## src/rtl/phase_countdown_timer.sv

```systemverilog
// Phase countdown timer: loads duration*SCALER-1 ticks, counts down,
// supports pause/hold and emits a one-cycle expired pulse at phase end.
module phase_countdown_timer #(
  parameter int TICK_WIDTH = 32,
  parameter int SCALER     = 50000000,
  parameter int SEC_WIDTH  = 7
) (
  input  logic                  clock,
  input  logic                  reset,
  input  logic                  load,
  input  logic [SEC_WIDTH-1:0]  duration_seconds,
  input  logic                  pause,
  output logic [TICK_WIDTH-1:0] clock_ticks,
  output logic                  busy,
  output logic                  expired
);

  localparam int PW = SEC_WIDTH + TICK_WIDTH;
  localparam logic [PW-1:0] SCALE = PW'(SCALER);
  localparam logic [PW-1:0] MAXV =
    {{SEC_WIDTH{1'b0}}, {TICK_WIDTH{1'b1}}};

  typedef enum logic [1:0] {
    IDLE,
    RUNNING,
    PAUSED
  } state_t;

  state_t                  state, state_n;
  logic [TICK_WIDTH-1:0]   ticks_n;
  logic                    busy_n;
  logic                    expired_n;
  logic [PW-1:0]           product;
  logic [PW-1:0]           load_full;
  logic [TICK_WIDTH-1:0]   load_value;

  // Full-width product so large durations saturate instead of wrapping
  assign product    = PW'(duration_seconds) * SCALE;
  assign load_full  = product - PW'(1);
  assign load_value = (load_full > MAXV) ? '1
                    : load_full[TICK_WIDTH-1:0];

  always_comb begin
    state_n   = state;
    ticks_n   = clock_ticks;
    expired_n = 1'b0;
    if (load) begin
      if (duration_seconds != '0) begin
        state_n = pause ? PAUSED : RUNNING;
        ticks_n = load_value;
      end else begin
        state_n   = IDLE;
        ticks_n   = '0;
        expired_n = 1'b1;
      end
    end else begin
      case (state)
        IDLE: ticks_n = '0;
        RUNNING: begin
          if (pause) begin
            state_n = PAUSED;
          end else if (clock_ticks != '0) begin
            ticks_n = clock_ticks - TICK_WIDTH'(1);
          end else begin
            state_n   = IDLE;
            expired_n = 1'b1;
          end
        end
        PAUSED: begin
          if (!pause) state_n = RUNNING;
        end
        default: begin
          state_n = IDLE;
          ticks_n = '0;
        end
      endcase
    end
    busy_n = (state_n != IDLE);
  end

  always_ff @(posedge clock or posedge reset) begin
    if (reset) begin
      state       <= IDLE;
      clock_ticks <= '0;
      busy        <= 1'b0;
      expired     <= 1'b0;
    end else begin
      state       <= state_n;
      clock_ticks <= ticks_n;
      busy        <= busy_n;
      expired     <= expired_n;
    end
  end

endmodule

```

## config.mk

```make
export PLATFORM = sky130hd
export DESIGN_NAME = phase_countdown_timer
export DESIGN_NICKNAME = d
export VERILOG_FILES = /design/src/rtl/phase_countdown_timer.sv
export SDC_FILE = /design/constraint.sdc
export NUM_CORES = 1
export LEC_CHECK = 0
export BUFFER_PORTS_ARGS = -buffer_cell sky130_fd_sc_hd__buf_2
export CORE_MARGIN = 8
export CORE_UTILIZATION = 50
export CTS_BUF_LIST = sky130_fd_sc_hd__clkbuf_4 sky130_fd_sc_hd__clkbuf_8
export DETAILED_ROUTE_END_ITERATION = 16
export PLACE_DENSITY = 0.68
export SETUP_SLACK_MARGIN = 0.4
export SYNTH_ARGS = -nofsm -noshare
export SYNTH_HDL_FRONTEND = slang
export SYNTH_SLANG_ARGS = --single-unit
```

## constraint.sdc

```tcl
create_clock -name clock -period 7.75 [get_ports clock]
set_input_delay 0.775 -clock clock [delete_from_list [all_inputs] [get_ports clock]]
set_output_delay 0.775 -clock clock [all_outputs]
set_load 0.1 [all_outputs]
```

Word-level counts from Yosys, hierarchy flattened
Index checks and enable logic that the tools add are counted.
- mux-type cells: 18
- order comparisons: 1
- shifts and indexed selects: 0
- bitwise logic cells: 0
- $mul: 1
- eq/ne operators: 5
- div/mod/pow operators: 0
- $add $sub $neg: 2
- reduce and logical (&&, ||, !) cells: 5
- operator list (operator ; count):
    $mux 32 ; 5
    $pmux 32 s2 ; 1
    $gt 39x32->1 const B ; 1
    $sub 33x1->34 const B ; 1
    $reduce_bool 32->1 ; 1
    $sub 32x1->32 const B ; 1
    $mul 7x19->26 const B ; 1
    $mux 2 ; 6
    $reduce_bool 7->1 ; 1
    $ne 3x3->1 const B ; 2
    $pmux 2 s3 ; 1
    $mux 1 ; 5
    $reduce_and 3->1 ; 1
    $eq 2x1->1 const B ; 1
    $eq 2x2->1 const B ; 1
    $logic_not 2->1 ; 1
    $ne 2x2->1 const B ; 1
    $reduce_bool 2->1 ; 1
- ROM bits: 0
- memories kept: 0
- bits in writable memories: 0
- register bits after elaboration: 36
- input bits: 11
- latch bits: 0
- output and inout bits: 34
- word-level logic and storage cells: 36

Depth between registers and ports, before layout
- word-level depth: 6
- mapped depth: 22
- gate-level depth less buffers: 20

Least setup slack after synthesis
No wires, ideal clock.
- path type: input -> register
- start: input duration_seconds[1]
- end: register clock_ticks[11]
- library setup time: 0.080 ns
- stages on the path: 21
- arrival: 6.172 ns
- path buffers: 4
- slack: 1.498 ns
- path through: inv_1 > fa_1 > inv_1 > fa_1 > fa_1 > inv_1 > fa_1 > inv_1 > ha_1 > buf_6 > a21o_1 > or4_4 > and4_4 > or4_4 > buf_6 > a2111o_1 > o41a_1 > a31o_1 > buf_6 > buf_12 > a31oi_4
- longest elaborated chain between the ends: 6
- elaborated cells on any way between the ends: 7
- classes of those cells: add/sub: 1; mul: 1; order compare: 1; mux: 3; reduce/logical: 1
- ends and longest elaborated chain (what ; RTL line ; source):
    from (decl) ; 11 ; input logic [SEC_WIDTH-1:0] duration_seconds,
    $mul 7x19->26 ; 38 ; assign product = PW'(duration_seconds) * SCALE;
    $sub 33x1->34 ; 39 ; assign load_full = product - PW'(1);
    $gt 39x32->1 ; 40 ; assign load_value = (load_full > MAXV) ? '1
    $mux 32 ; 40 ;
    $mux 32 * ; 48 ; if (duration_seconds != '0) begin
    $mux 32 * ; 47 ; if (load) begin
    to (signal assigned) ; 89 ; clock_ticks <= ticks_n;
    to (decl) ; 13 ; output logic [TICK_WIDTH-1:0] clock_ticks,
Every way passes the cells marked *; elsewhere a longest branch is shown, timed or not.
A chain may end at the register's enable or synchronous reset.

Worst setup path after layout
- start: input duration_seconds[4]
- end: register clock_ticks[29]
The elaborated chain is that of the path after synthesis.

==> results.sh <==
export IMPL_outcome="finished clean"
export IMPL_cts_buffer_depth=2
export IMPL_period_needed_ns=6.76
export IMPL_numPortBuffers=44
export IMPL_cts_tree="done"
export IMPL_setup_viol=0
export IMPL_worst_ep_required_time_ns=7.93
export IMPL_wl_um=15800
export IMPL_initial_utilization_pct=51.5
export IMPL_synth_top_area_cell="dfrtp_1"
export IMPL_cp_end_kind="flip-flop"
export IMPL_ys_ff_latch=36
export IMPL_clk_latency_ns=0.29
export IMPL_post_cts_buffers=0
export IMPL_antennaDiodeCount=0
export IMPL_grt_pass1_wl_um=25700
export IMPL_cts_root_buf="clkbuf_8"
export IMPL_min_path_type="reg -> reg"
export IMPL_final_cells=885
export IMPL_drive_gt1_share_pct=11.4
export IMPL_synth_top_area_share_pct=16.0
export IMPL_clk_pin_slew_worst_paths_ns=0.08
export IMPL_route_detailed_drc=0
export IMPL_hold_viol_final=0
export IMPL_synthAdderAreaFrac_pct=23.5
export IMPL_core_um2=10900
export IMPL_synth_top_family_by_area="compound AO/OA/AOI/OAI gates"
export IMPL_syn_nets=811
export IMPL_synth_flop_cell="dfrtp_1"
export IMPL_synth_xor_area_share_pct=4.04
export IMPL_fin_crit_sh_pct=87.2
export IMPL_dieArea_um2=14900
export IMPL_first_iter_violations=431
export IMPL_tns_ns=0
export IMPL_ios=45
export IMPL_synth_area_leaders="dfrtp_1 16%, ha_1 12%, fa_1 11%, inv_1 4.9%, o21ai_0 4.4%"
export IMPL_worstPathArrival_ns=6.94
export IMPL_cts_htree_levels=2
export IMPL_synth_most_common_cell="inv_1"
export IMPL_final_nets=842
export IMPL_slew_headroom_pct=32.2
export IMPL_gp_congestion=0.928
export IMPL_yosys_warnings=0
export IMPL_ant_nets=0
export IMPL_grt_pass1_vias=5280
export IMPL_cts_buffers=5
export IMPL_worstSetupStartpointType="input pin"
export IMPL_postSynthCellCount=713
export IMPL_dp_cells=877
export IMPL_rows=38
export IMPL_synth_simple_gate_area_share_pct=23.4
export IMPL_die_w_um=122
export IMPL_via_per_inst=6.18
export IMPL_drv_cap=0
export IMPL_synth_compound_area_share_pct=25.6
export IMPL_synth_edf_count=0
export IMPL_worstPathMaxFanout=17
export IMPL_tightestPinTransition_ns=1.01
export IMPL_postCtsHoldBufs=0
export IMPL_avgRoutedWirePerCell_um=17.9
export IMPL_skew_ns=0.00907
export IMPL_async_reset_ff_share_pct=100
export IMPL_die_h_um=122
export IMPL_synth_seq_area_share_pct=16.0
export IMPL_cts_resized_gates=0
export IMPL_synth_mux_area_share_pct=0.200
export IMPL_netlist_top_cells_count="74 x inv_1, 65 x nand2_1, 59 x nor2_1"
export IMPL_antenna_found_initial=0
export IMPL_synth_area_um2=5630
export IMPL_gr_total_overflow=0
export IMPL_grt_max_degree=37
export IMPL_via_count=5473
export IMPL_ys_types=73
export IMPL_area_growth_pct=7.48
export IMPL_cts_sinks=36
export IMPL_drv_slew=0
export IMPL_grt_setup_unrepaired="false"
export IMPL_grtUsageTotal_pct=21.0
export IMPL_whs_ns=0.535
export IMPL_dp_hpwl_um=12800
export IMPL_r2r_setup_slack_ns=4.13
export IMPL_fmax_mhz=148
export IMPL_finish_utilization_pct=55.4
export IMPL_syn_avg_cell_area_um2=7.90
export IMPL_first_pass_iters=5
export IMPL_worstSetupPathType="in -> reg"
-- logic make-up after synthesis --
group           Yosys count
mux                       1
fa+ha+maj                87
flops                    36
xor+xnor                 26
buf+inv                  98
simple gates            260
compound gates          205
-- layout by cell type, fill, tap and decap left out, types with 10 or more instances in the layout --
master	n
dfrtp_1	36
a21oi_1	36
a21o_1	11
nand2_1	65
inv_1	74
nor2_1	59
xnor2_1	17
nand3_1	26
and3_1	10
o211ai_1	17
buf_2	44
o21ai_0	49
nand4_1	11
ha_1	56
fa_1	31
nor3_1	27
-- final timing paths --
kind	startpoint	end	depth (start not counted)
worst max-delay path	duration_seconds[4]	clock_ticks[29]	19
worst min-delay path	clock_ticks[26]	clock_ticks[26]	2
worst max register to register	clock_ticks[2]	clock_ticks[20]	10
worst min register to register	clock_ticks[26]	clock_ticks[26]	2
max in group asynchronous	reset	clock_ticks[8]	3
min in group asynchronous	reset	clock_ticks[30]	3
-- critical path, cell delays in order --
cell and delay [ns]:
buf_2 0.17, fa_1 0.65, inv_1 0.12, fa_1 0.55
inv_1 0.06, fa_1 0.52, inv_1 0.05, fa_1 0.49
inv_1 0.04, ha_1 0.38, o211a_1 0.24, o21ai_0 0.31
mux2_2 0.38, a211o_1 0.24, or2_2 0.31, nor3_1 0.41
a31o_1 0.81, a21oi_1 0.16, a211o_1 0.27
-- registers in the layout (all words and copies together), names as in the netlist --
register and cells:
clock_ticks 32, state 2, expired 1, busy 1
-- layout make-up --
class	count	area, um2
clock inverter	1	30.0
tap	140	175
timing repair buffer	48	250
sequential	36	901
multi-input combinational	579	4330
inverter	74	278
clock buffer	7	96.3
fill	1010	4880
-- through the flow --
step	worst slack, ns	instance area (um2)
finish	0.992	6060
detailed placement	0.736	5930
floorplan	1.50	5630
CTS	1.02	6060
global route	0.666	6060
global placement	0.876	5930
-- metal layers --
metal | up-vias | track usage [%] | routed length, um
met5 | - | 0 | 0
met4 | 0 | 9.06 | 576
met3 | 45 | 2.59 | 933
met2 | 197 | 36.1 | 7510
met1 | 2577 | 25.8 | 6820
li1 | 2654 | - | -
Power is not shown: default switching activity piles up to over one toggle a cycle in this logic, so the estimate is an artifact.
